`src/rtl/stack_engine_if.sv`:
```
// Request/response bundle between the control FSM (master) and the stack engine (slave).
interface stack_engine_if #(
  parameter int DATA_W = 16,
  parameter int ADDR_W = 4
);
  logic              push_req;
  logic              pop_req;
  logic [DATA_W-1:0] push_data;
  logic              err_clr;
  logic              busy;
  logic              done;
  logic [DATA_W-1:0] pop_data;
  logic [ADDR_W-1:0] sp;
  logic [ADDR_W:0]   count;
  logic              full;
  logic              empty;
  logic              ovf_err;
  logic              unf_err;
  logic              ovf_flag;
  logic              unf_flag;

  modport master (
    output push_req, pop_req, push_data, err_clr,
    input  busy, done, pop_data, sp, count, full, empty,
           ovf_err, unf_err, ovf_flag, unf_flag
  );

  modport slave (
    input  push_req, pop_req, push_data, err_clr,
    output busy, done, pop_data, sp, count, full, empty,
           ovf_err, unf_err, ovf_flag, unf_flag
  );
endinterface

```
`src/rtl/stack_engine.sv`:
```
// Register-array stack with a descending stack pointer; one PUSH/POP per
// request, three cycles per operation, with sticky overflow/underflow flags.
module stack_engine #(
  parameter int DATA_W = 16,
  parameter int DEPTH  = 16,
  parameter int ADDR_W = $clog2(DEPTH)
) (
  input logic           clk,
  input logic           reset,
  stack_engine_if.slave bus
);
  localparam logic [2:0] IDLE     = 3'd0;
  localparam logic [2:0] PUSH_WR  = 3'd1;
  localparam logic [2:0] PUSH_DEC = 3'd2;
  localparam logic [2:0] POP_INC  = 3'd3;
  localparam logic [2:0] POP_RD   = 3'd4;

  localparam logic [ADDR_W:0]   CNT_FULL = (ADDR_W+1)'(DEPTH);
  localparam logic [ADDR_W-1:0] SP_TOP   = ADDR_W'(DEPTH-1);

  logic [2:0]        state;
  logic [DATA_W-1:0] mem [DEPTH];
  logic [DATA_W-1:0] wdata;
  logic [DATA_W-1:0] pop_q;
  logic [ADDR_W-1:0] sp_q;
  logic [ADDR_W:0]   cnt_q;
  logic              done_q, ovf_q, unf_q, ovf_f, unf_f;
  logic              full_c, empty_c, idle_c, ovf_ev, unf_ev;

  // sp sits at DEPTH-1 both when empty and when full; count is the arbiter.
  assign full_c  = (cnt_q == CNT_FULL);
  assign empty_c = (cnt_q == '0);
  assign idle_c  = (state == IDLE);
  assign ovf_ev  = idle_c && bus.push_req && full_c;
  assign unf_ev  = idle_c && !bus.push_req && bus.pop_req && empty_c;

  always_ff @(posedge clk or negedge reset) begin
    if (!reset) begin
      state  <= IDLE;
      sp_q   <= SP_TOP;
      cnt_q  <= '0;
      wdata  <= '0;
      pop_q  <= '0;
      done_q <= 1'b0;
      ovf_q  <= 1'b0;
      unf_q  <= 1'b0;
      ovf_f  <= 1'b0;
      unf_f  <= 1'b0;
    end else begin
      done_q <= 1'b0;
      ovf_q  <= ovf_ev;
      unf_q  <= unf_ev;
      // a fresh error outranks a simultaneous clear
      if (ovf_ev)           ovf_f <= 1'b1;
      else if (bus.err_clr) ovf_f <= 1'b0;
      if (unf_ev)           unf_f <= 1'b1;
      else if (bus.err_clr) unf_f <= 1'b0;

      case (state)
        IDLE: begin
          if (bus.push_req) begin
            if (!full_c) begin
              wdata <= bus.push_data;
              state <= PUSH_WR;
            end
          end else if (bus.pop_req && !empty_c) begin
            state <= POP_INC;
          end
        end
        PUSH_WR:  state <= PUSH_DEC;
        PUSH_DEC: begin
          sp_q   <= sp_q - 1'b1;
          cnt_q  <= cnt_q + 1'b1;
          done_q <= 1'b1;
          state  <= IDLE;
        end
        POP_INC: begin
          sp_q  <= sp_q + 1'b1;
          cnt_q <= cnt_q - 1'b1;
          state <= POP_RD;
        end
        POP_RD: begin
          pop_q  <= mem[sp_q];
          done_q <= 1'b1;
          state  <= IDLE;
        end
        default: state <= IDLE;
      endcase
    end
  end

  // storage is deliberately not reset
  always_ff @(posedge clk) begin
    if (state == PUSH_WR) mem[sp_q] <= wdata;
  end

  assign bus.busy     = !idle_c;
  assign bus.done     = done_q;
  assign bus.pop_data = pop_q;
  assign bus.sp       = sp_q;
  assign bus.count    = cnt_q;
  assign bus.full     = full_c;
  assign bus.empty    = empty_c;
  assign bus.ovf_err  = ovf_q;
  assign bus.unf_err  = unf_q;
  assign bus.ovf_flag = ovf_f;
  assign bus.unf_flag = unf_f;
endmodule

```
`src/flat_wrapper.sv`:
```
// flat-port wrapper written by rule: the top's interface ports become plain ports
module stack_engine_flat 
#(
  parameter int DATA_W = 16,
  parameter int DEPTH  = 16,
  parameter int ADDR_W = $clog2(DEPTH)
)
  (clk, reset, bus_push_req, bus_pop_req, bus_push_data, bus_err_clr, bus_busy, bus_done, bus_pop_data, bus_sp, bus_count, bus_full, bus_empty, bus_ovf_err, bus_unf_err, bus_ovf_flag, bus_unf_flag);
  stack_engine_if #(.DATA_W(DATA_W), .ADDR_W(ADDR_W)) bus_i ();
  input logic clk;
  input logic reset;
  input wire logic [$bits(bus_i.push_req)-1:0] bus_push_req;
  input wire logic [$bits(bus_i.pop_req)-1:0] bus_pop_req;
  input wire logic [$bits(bus_i.push_data)-1:0] bus_push_data;
  input wire logic [$bits(bus_i.err_clr)-1:0] bus_err_clr;
  output wire logic [$bits(bus_i.busy)-1:0] bus_busy;
  output wire logic [$bits(bus_i.done)-1:0] bus_done;
  output wire logic [$bits(bus_i.pop_data)-1:0] bus_pop_data;
  output wire logic [$bits(bus_i.sp)-1:0] bus_sp;
  output wire logic [$bits(bus_i.count)-1:0] bus_count;
  output wire logic [$bits(bus_i.full)-1:0] bus_full;
  output wire logic [$bits(bus_i.empty)-1:0] bus_empty;
  output wire logic [$bits(bus_i.ovf_err)-1:0] bus_ovf_err;
  output wire logic [$bits(bus_i.unf_err)-1:0] bus_unf_err;
  output wire logic [$bits(bus_i.ovf_flag)-1:0] bus_ovf_flag;
  output wire logic [$bits(bus_i.unf_flag)-1:0] bus_unf_flag;
  assign bus_i.push_req = bus_push_req;
  assign bus_i.pop_req = bus_pop_req;
  assign bus_i.push_data = bus_push_data;
  assign bus_i.err_clr = bus_err_clr;
  assign bus_busy = bus_i.busy;
  assign bus_done = bus_i.done;
  assign bus_pop_data = bus_i.pop_data;
  assign bus_sp = bus_i.sp;
  assign bus_count = bus_i.count;
  assign bus_full = bus_i.full;
  assign bus_empty = bus_i.empty;
  assign bus_ovf_err = bus_i.ovf_err;
  assign bus_unf_err = bus_i.unf_err;
  assign bus_ovf_flag = bus_i.ovf_flag;
  assign bus_unf_flag = bus_i.unf_flag;
  stack_engine #(.DATA_W(DATA_W), .DEPTH(DEPTH), .ADDR_W(ADDR_W)) u_core (.clk(clk), .reset(reset), .bus(bus_i));
endmodule
```
`config.mk`:
```
export PLATFORM = sky130hd
export DESIGN_NAME = stack_engine_flat
export DESIGN_NICKNAME = d
export VERILOG_FILES = /design/src/rtl/stack_engine_if.sv /design/src/rtl/stack_engine.sv /design/src/flat_wrapper.sv
export SDC_FILE = /design/constraint.sdc
export NUM_CORES = 1
export LEC_CHECK = 0
export ABC_AREA = 0
export ABC_CLOCK_PERIOD_IN_PS = 5000
export CELL_PAD_IN_SITES_DETAIL_PLACEMENT = 1
export CELL_PAD_IN_SITES_GLOBAL_PLACEMENT = 2
export CORE_MARGIN = 2
export CORE_UTILIZATION = 50
export CTS_CLUSTER_DIAMETER = 200
export DETAILED_ROUTE_END_ITERATION = 8
export PLACE_DENSITY = 0.91
export SLEW_MARGIN = 10
export SYNTH_ARGS = -nofsm -noshare
export SYNTH_HDL_FRONTEND = slang
export SYNTH_SLANG_ARGS = --single-unit
```
`constraint.sdc`:
```
create_clock -name clk -period 5 [get_ports clk]
set_input_delay 1 -clock clk [delete_from_list [all_inputs] [get_ports clk]]
set_output_delay 1 -clock clk [all_outputs]
set_load 0.02 [all_outputs]
```
== Word-level counts from Yosys, hierarchy flattened ==
Memories as Yosys holds them, arrays and structs flattened. A register that Yosys moved wholly into a read port is not among the register bits.
Cells that the tools add are included.

* Memory bits (writable): 256
* Bits of input ports: 21
* Bits in registers: 33
* Memories kept: 1

* Multiplexer cells: 12
* Reduce and logical (&&, ||, !) cells: 18
* Bitwise operators: 1
* $add $sub $neg: 4
* Equality and inequality tests: 7

{| class="wikitable"
|+ Memory list
! memory !! depth !! bits a word !! rd ports !! clocked after memory_dff !! write ports !! line !! source
|-
| u_core.mem || 16 || 16 || 1 || 1 || 1 || stack_engine.sv:22 || <nowiki>logic [DATA_W-1:0] mem [DEPTH];</nowiki>
|}

{| class="wikitable"
|+ Operator list
! operator !! count
|-
| one-hot mux 5 bit (2 select lines) || 1
|-
| two-way mux 3 bit || 3
|-
| one-hot mux 3 bit (3 select lines) || 1
|-
| one-hot mux 4 bit (2 select lines) || 1
|-
| == test 3 x 2 -> 1 bit, second input constant || 2
|-
| logical AND 1 bit || 6
|-
| two-way mux 1 bit || 6
|-
| inequality test 3 bit, second input constant || 2
|-
| nonzero test 2 bit || 3
|-
| adder 5 x 1 -> 5 bit, second input constant || 1
|-
| == test 5 bit, second input constant || 1
|-
| zero test 5 bit || 1
|-
| subtractor 5 x 1 -> 5 bit, second input constant || 1
|-
| adder 4 x 1 -> 4 bit, second input constant || 1
|-
| zero test 1 bit || 4
|-
| subtractor 4 x 1 -> 4 bit, second input constant || 1
|-
| == test 3 x 1 -> 1 bit, second input constant || 1
|-
| == test 3 bit, second input constant || 1
|-
| zero test 3 bit || 1
|-
| AND reduction 3 bit || 1
|-
| AND reduction 2 bit || 1
|-
| OR reduction 2 bit || 1
|-
| inverter 1 bit || 1
|}

== Depth between registers and ports, before layout ==
Gate-level depths: netlist of the first run.

* Depth after elaboration: 6
* Depth in mapped cells: 8

== Least setup slack after synthesis of the first run ==
No wires, ideal clock.

* Kind: flip-flop to flip-flop
* Start point: register u_core.sp_q[1], in the netlist u_core.bus.sp[1]
* End point: memory u_core.mem[2][0] (enable)
* Required time: 4,591 ps
* Path slack: 1,846 ps
* Clock period less this slack: 3,154 ps
* Arrival: 2,745 ps
* Cell stages (with the launch flop): 6
* Cell sequence: dfstp_2 -> buf_6 -> buf_4 -> nand2b_1 -> or4_1 -> nor3_1

{| class="wikitable"
|+ RTL lines
! item !! line !! source
|-
| from (decl) || stack_engine.sv:25 || <nowiki>logic [ADDR_W-1:0] sp_q;</nowiki>
|-
| from (signal assigned) || stack_engine.sv:72 || <nowiki>sp_q <= sp_q - 1'b1;</nowiki>
|-
| from (signal assigned) || stack_engine.sv:78 || <nowiki>sp_q <= sp_q + 1'b1;</nowiki>
|-
| to (decl) || stack_engine.sv:22 ||
|}

No word-level cell before the write port.

== Worst setup path in the final report of the first run ==
* Start point: register u_core.sp_q[3], in the netlist u_core.bus.sp[3]
* End point: output bus_sp[3]

{| class="wikitable"
|+ RTL lines
! item !! line !! source
|-
| to (decl) || flat_wrapper.sv:19 || <nowiki>output wire logic [$bits(bus_i.sp)-1:0] bus_sp;</nowiki>
|}

No word-level cell between the ends.

==> results of run 1 <==
## cells in the final DEF, fill, tap and decap left out, types with 6 or more instances in the layout
cell,synthesis,layout
dfrtp_1,45,45
nand2b_1,6,6
buf_4,3,17
edfxtp_1,256,256
clkbuf_16,0,32
inv_1,6,6
mux2i_1,54,54
o32a_1,12,12
and2_1,13,13
nor2_1,38,36
mux2_2,18,18
nand2_1,7,7
o221ai_1,12,12
clkdlybuf4s50_1,0,52
xnor2_1,6,6
clkinv_2,0,13
mux4_2,44,44
## worst min-delay path by stage
stage,startpoint,endpoint,slack [ns],cells past startpoint
after floorplan,u_core.state[0],u_core.bus.done,0.48,1
after global placement,u_core.bus.ovf_flag,u_core.bus.ovf_flag,0.46,1
after detailed placement,u_core.bus.ovf_flag,u_core.bus.ovf_flag,0.47,1
after CTS,u_core.bus.ovf_flag,u_core.bus.ovf_flag,0.49,1
after global routing,u_core.bus.ovf_flag,u_core.bus.ovf_flag,0.51,1
final,u_core.bus.ovf_flag,u_core.bus.ovf_flag,0.48,1
## final cells by class
cell class | instances | share of cell area (%)
sequential | 305 | 64.80
tap | 319 | 2.899
multi-input combinational | 269 | 20.16
clock inverter | 18 | 1.036
inverter | 6 | 0.1636
timing repair buffer | 70 | 4.743
clock buffer | 38 | 6.197
## state kept, by name, summed over array words and instances, names as in the netlist
name and count:
u_core.bus.done 1, u_core.state 3, u_core.bus.pop_data 16, u_core.bus.ovf_flag 1, u_core.bus.sp 4, u_core.bus.ovf_err 1
u_core.bus.unf_flag 1, u_core.bus.unf_err 1, u_core.mem 256, u_core.wdata 16, u_core.bus.count 5
## cell families after synthesis
group | count (synthesis) | synth area share, %
xor+xnor | 7 | 0.5172
buf+inv | 35 | 1.657
flops | 305 | 75.23
fa+ha+maj | 7 | 0.8654
compound gates | 54 | 3.588
mux | 116 | 14.63
simple gates | 85 | 3.515
## through the flow
stage	worst slack, ns	area, um^2	hold WS, ns	utilization (%)	instances
finish	1.518	13770	0.4813	58.84	1025
global route	1.394	13770	0.5074	58.84	1025
CTS	1.471	13770	0.4874	58.84	1025
detailed placement	1.819	12770	0.4739	54.58	969
global placement	1.993	12770	0.4634	54.58	969
floorplan	1.846	11860	0.4787	-	609
## cell usage after synthesis (all sizes together), types with 3 or more instances
library cell / number / share of area [%]
a22oi: 5 / 0.32
o22ai: 4 / 0.21
nor3: 7 / 0.30
inv: 6 / 0.19
nand2: 7 / 0.22
ha: 5 / 0.53
o32a: 12 / 1.0
and2: 13 / 0.69
mux2i: 54 / 4.6
buf: 23 / 1.3
o32ai: 4 / 0.30
a21o: 5 / 0.32
o21ai: 3 / 0.13
dfstp: 4 / 0.89
a31oi: 4 / 0.21
nand2b: 6 / 0.32
nor2: 39 / 1.3
clkbuf: 6 / 0.19
o221ai: 12 / 0.89
xnor2: 6 / 0.44
a21oi: 5 / 0.21
edfxtp: 256 / 65
dfrtp: 45 / 9.5
mux4: 44 / 8.4
mux2: 18 / 1.7
## per-layer routing
metal / vias up / GRT usage [%]
li1: 2589 / -
met1: 3207 / 31.67
met2: 200 / 37.78
met3: 50 / 2.820
met4: 0 / 7.937
met5: - / 0
## power by group through the flow
stage	Sequential, mW	Clock (mW)	Combinational (mW)
floorplan	3.87	0	1.50
global placement	4.14	0	1.97
detailed placement	4.23	0	2.07
CTS	4.19	2.27	2.09
global route	4.26	2.36	2.24
finish	4.18	2.23	2.07
==> impl_metrics.ini, run 1 <==
[status]
status = complete, no violations

[die]
die_x_um = 158.0
ios = 54
core.rowCount = 56
die_y_um = 158.0
die_area_um2 = 24960
start_util_pct = 50.66
core_um2 = 23400

[detailed_routing]
dr_total_vias = 6046
vias_per_cell = 5.899
ant_nets = 0
wl_um = 27110
wl_per_cell_um = 26.45
drt_iter0_drc = 565
wl_met1_um = 11380
met3_length_um = 1466
wl_met2_um = 13560
drc = 0
top_layer = met4
dr.pass1.iters = 5

[synth]
synth_area_per_cell_um2 = 19.47
synth.cell_area_um2 = 11860
synth-seq-cells = 305
async_flop_share_pct = 16.07
yosys.cell_types.count = 41
synth_top_flop_cell = edfxtp_1
netlist_instances = 609
synth_edf_count = 256
yosys_warnings = 0
syn_nets = 637
seq_area_frac_synth_pct = 75.23

[clock_network]
cts_buffer_depth = 3
cts_max_level = 1
holdBufCountCts = 0
path_clk_slew_ns = 0.07
ctsResizeCount = 0
clkSinkCount = 305
clk_latency_ns = 0.54
cts-root-buf = clkbuf_16
post_cts_buffers = 0
cts_tree = done
cts_made_buffers = 30

[pwr]
p_leak_nw = 4.729
ir_worst_vdd_mv = 0.3924
cellPowerDensity_nw_per_um2 = 615.9
finalPower_mw = 8.481
seqPwrFrac_pct = 49.3
switchingPower_mw = 2.715
clock_power_share_pct = 26.3
intPower_mw = 5.766
combPwrFrac_pct = 24.4
power.share.switching_pct = 32.01

[hold_path]
min_path_type = reg -> reg

[worst_setup_path]
crit_required_ns = 4.00
critPathLaunch = u_core.bus.sp[3]
crit_family = flip-flops
timing.rr.end = u_core.mem[8][0]
crit_slowest_cell = dfstp_2
crit_end = bus_sp[3]
arrival_ns = 2.48
critical_path_buf_inv_count = 1
rrSetupSlack_ns = 1.81
max_stage_delay_ns = 1.15
r2r_cells = 3
path_cells = clkdlybuf4s50_1
path_max_fanout = 34
end_kind = primary output
crit_type = reg -> out
path_depth = 1
reg2reg_from = u_core.bus.sp[3]
start_kind = register

[timing]
timing_worst_slew_pin_value_ns = 1.138
setup_viol = 0
slew_headroom_pct = 24.06
grt_setup_unrepaired = no
drv_slew = 0
hold_viol_final = 0
skew_ns = 0.009706
fin_crit_ns = 3.482
period_share_pct = 69.64
tns_ns = 0
timing.fmax_mhz = 287.2

[finish]
multi_input_area_um2 = 2776
drive_gt1_share_pct = 20.82
num-nets-final = 710
area_growth_pct = 16.15
fillers = 2063
seq_area_um2 = 8922
antenna_cells = 0

[placed_design]
io_buffers = 53
place_hpwl_um = 16350
routabilityCongestion = 0.7483

[global_routing]
grt_pass1_wl_um = 41400
antenna_found_initial = 0
grt_max_degree = 50
grtUsageTotal_pct = 22.80
grt-ovfl-total = 0
grt_pass1_vias = 6704

[run]
cap_violations = 0
(Power assumes the default switching activity.)
==> inputs of run 2 (changes only) <==
--- a/config.mk
+++ b/config.mk
@@ -6,14 +6,14 @@
 export NUM_CORES = 1
 export LEC_CHECK = 0
 export ABC_AREA = 0
-export ABC_CLOCK_PERIOD_IN_PS = 5000
+export ABC_CLOCK_PERIOD_IN_PS = 2800
 export CELL_PAD_IN_SITES_DETAIL_PLACEMENT = 1
 export CELL_PAD_IN_SITES_GLOBAL_PLACEMENT = 2
 export CORE_MARGIN = 2
-export CORE_UTILIZATION = 50
+export CORE_UTILIZATION = 42
 export CTS_CLUSTER_DIAMETER = 200
 export DETAILED_ROUTE_END_ITERATION = 8
-export PLACE_DENSITY = 0.91
+export PLACE_DENSITY = 0.82
 export SLEW_MARGIN = 10
 export SYNTH_ARGS = -nofsm -noshare
 export SYNTH_HDL_FRONTEND = slang
==> constraint.sdc (replaced) <==
create_clock -name clk -period 2.8 [get_ports clk]
set_input_delay 0.56 -clock clk [delete_from_list [all_inputs] [get_ports clk]]
set_output_delay 0.56 -clock clk [all_outputs]
set_load 0.02 [all_outputs]
==> run 2 against run 1 <==
Sequential share of layout area is 1.1 points lower. Register-to-register slack worse by 1.5 ns. Wire length is 1.8% higher. Die area is 19% higher. Sequential cell count stayed put. Critical endpoint is now bus_sp[0]. Count of clock-buffer cells in the layout is 7 higher. Utilization is 8.4 points lower. Critical path type unchanged. Worst setup slack worse by 1.4 ns. Non-clock buffer count is 18 higher.
==> impl_metrics.ini, run 2 (synthesis results as in run 1) <==
[status]
status = complete, no violations

[clock_network]
cts_buffer_depth = 3
path_clk_slew_ns = 0.06
cts_tree = done
cts_max_level = 1
cts_made_buffers = 30
clk_latency_ns = 0.56
clkSinkCount = 305
cts-root-buf = clkbuf_16
holdBufCountCts = 0

[finish]
drive_gt1_share_pct = 21.55
seq_area_um2 = 8922
mostFrequentLayoutCell = edfxtp_1
fillers = 2581
regMostFlops = u_core.mem
num-nets-final = 728
fin_area_um2 = 14000
antenna_cells = 0
final_cell_mix = 256 x edfxtp_1, 54 x mux2i_1, 50 x clkdlybuf4s50_1
multi_input_area_um2 = 2780
area_growth_pct = 18.13
largest_register_ffs = 256

[die]
ios = 54
die_area_um2 = 29590
start_util_pct = 42.67
die_y_um = 172.0
core_um2 = 27780
die_x_um = 172.0
core.rowCount = 61

[placed_design]
routabilityCongestion = 0.7485
dpl_cell_area_um2 = 12950
io_buffers = 53
place_hpwl_um = 16680
pre_cts_ws_ns = 0.1996

[worst_setup_path]
crit_family = flip-flops
end_kind = primary output
path_max_fanout = 19
critical_path_buf_inv_count = 1
start_kind = register
path_cells = clkdlybuf4s50_1
crit_slowest_cell = dfstp_2
arrival_ns = 2.14
max_stage_delay_ns = 0.86
crit_required_ns = 2.24
crit_type = reg -> out

[global_routing]
antenna_found_initial = 1
grt_pass1_vias = 6766
grt-ovfl-total = 0
grtUsageTotal_pct = 19.17
grt_max_degree = 50
grt_pass1_wl_um = 41580

[pwr]
ir_worst_vdd_mv = 0.3815
cellPowerDensity_nw_per_um2 = 1094
finalPower_mw = 15.33
p_leak_nw = 4.824

[hold_path]
min_path_type = in -> async

[detailed_routing]
wl_um = 27600
dr_total_vias = 6156
dr.pass1.iters = 5
vias_per_cell = 5.586
drc = 0
wl_per_cell_um = 25.05
ant_nets = 0
drt_iter0_drc = 604

[timing]
skew_ns = 0.02466
worst_slack_ns = 0.1043
timing_worst_slew_pin_value_ns = 0.8305
setup_viol = 0
hold_viol_final = 0
fin_crit_ns = 2.696
grt_setup_unrepaired = no
tns_ns = 0
timing.fmax_mhz = 371.0
drv_slew = 0
slew_headroom_pct = 44.64
period_share_pct = 96.27

[run]
cap_violations = 0
run 2: cell count changes in the layout (fill, tap and decap cells not counted), sizes merged:
cell and change:
buf +17, clkdlybuf4s50 -2, clkinv -6, bufbuf +1, dlygate4sd2 +2, clkbuf +7, inv -1
run 2: final cells by class:
cell class	count	share of cell area, %
sequential	305	63.71
multi-input combinational	269	19.85
clock buffer	45	6.129
timing repair buffer	88	5.932
tap	378	3.377
clock inverter	11	0.8398
inverter	6	0.1608
run 2: metal layers:
layer / vias to the layer above / global-route usage, % / wire length [um] / part of all wire [%]
met5: - / 0 / 13 / 0.047
met4: 2 / 6.138 / 663 / 2.4
met3: 61 / 2.907 / 1568 / 5.7
met2: 197 / 33.12 / 13960 / 51
met1: 3269 / 25.10 / 11390 / 41
li1: 2627 / - / - / -
run 2: per-stage QoR:
step                      cells  hold WS [ns]  util, %
after floorplan             609        0.2644        -
after global placement     1042        0.4632    46.63
after detailed placement   1042        0.4892    46.63
after CTS                  1102        0.1843    50.41
after global routing       1102        0.2080    50.41
final                      1102        0.1639    50.41
run 2: what timing repair did:
item                       CTS  global route
resized for setup            5             0
setup endpoints to repair    3             0
setup buffers                3             0
run 2: final timing paths:
kind	startpoint	to	slack, ns	cells past startpoint
hold reg to reg	u_core.bus.ovf_flag	u_core.bus.ovf_flag	0.49	1
hold / removal	reset	u_core.bus.pop_data[7]	0.16	2
min in group clk	u_core.bus.ovf_flag	u_core.bus.ovf_flag	0.49	1
setup / recovery	u_core.bus.sp[0]	bus_sp[0]	0.10	1
setup reg to reg	u_core.bus.sp[1]	u_core.bus.pop_data[11]	0.27	6
max in group asynchronous	reset	u_core.wdata[4]	2.11	2
run 2: power breakdown:
group | switching [mW] | internal, mW | leakage, nW
Sequential | 1.06 | 6.10 | 2.89
Clock | 1.66 | 2.30 | 0.477
Combinational | 2.16 | 2.04 | 1.46
Total | 4.88 | 10.4 | 4.82
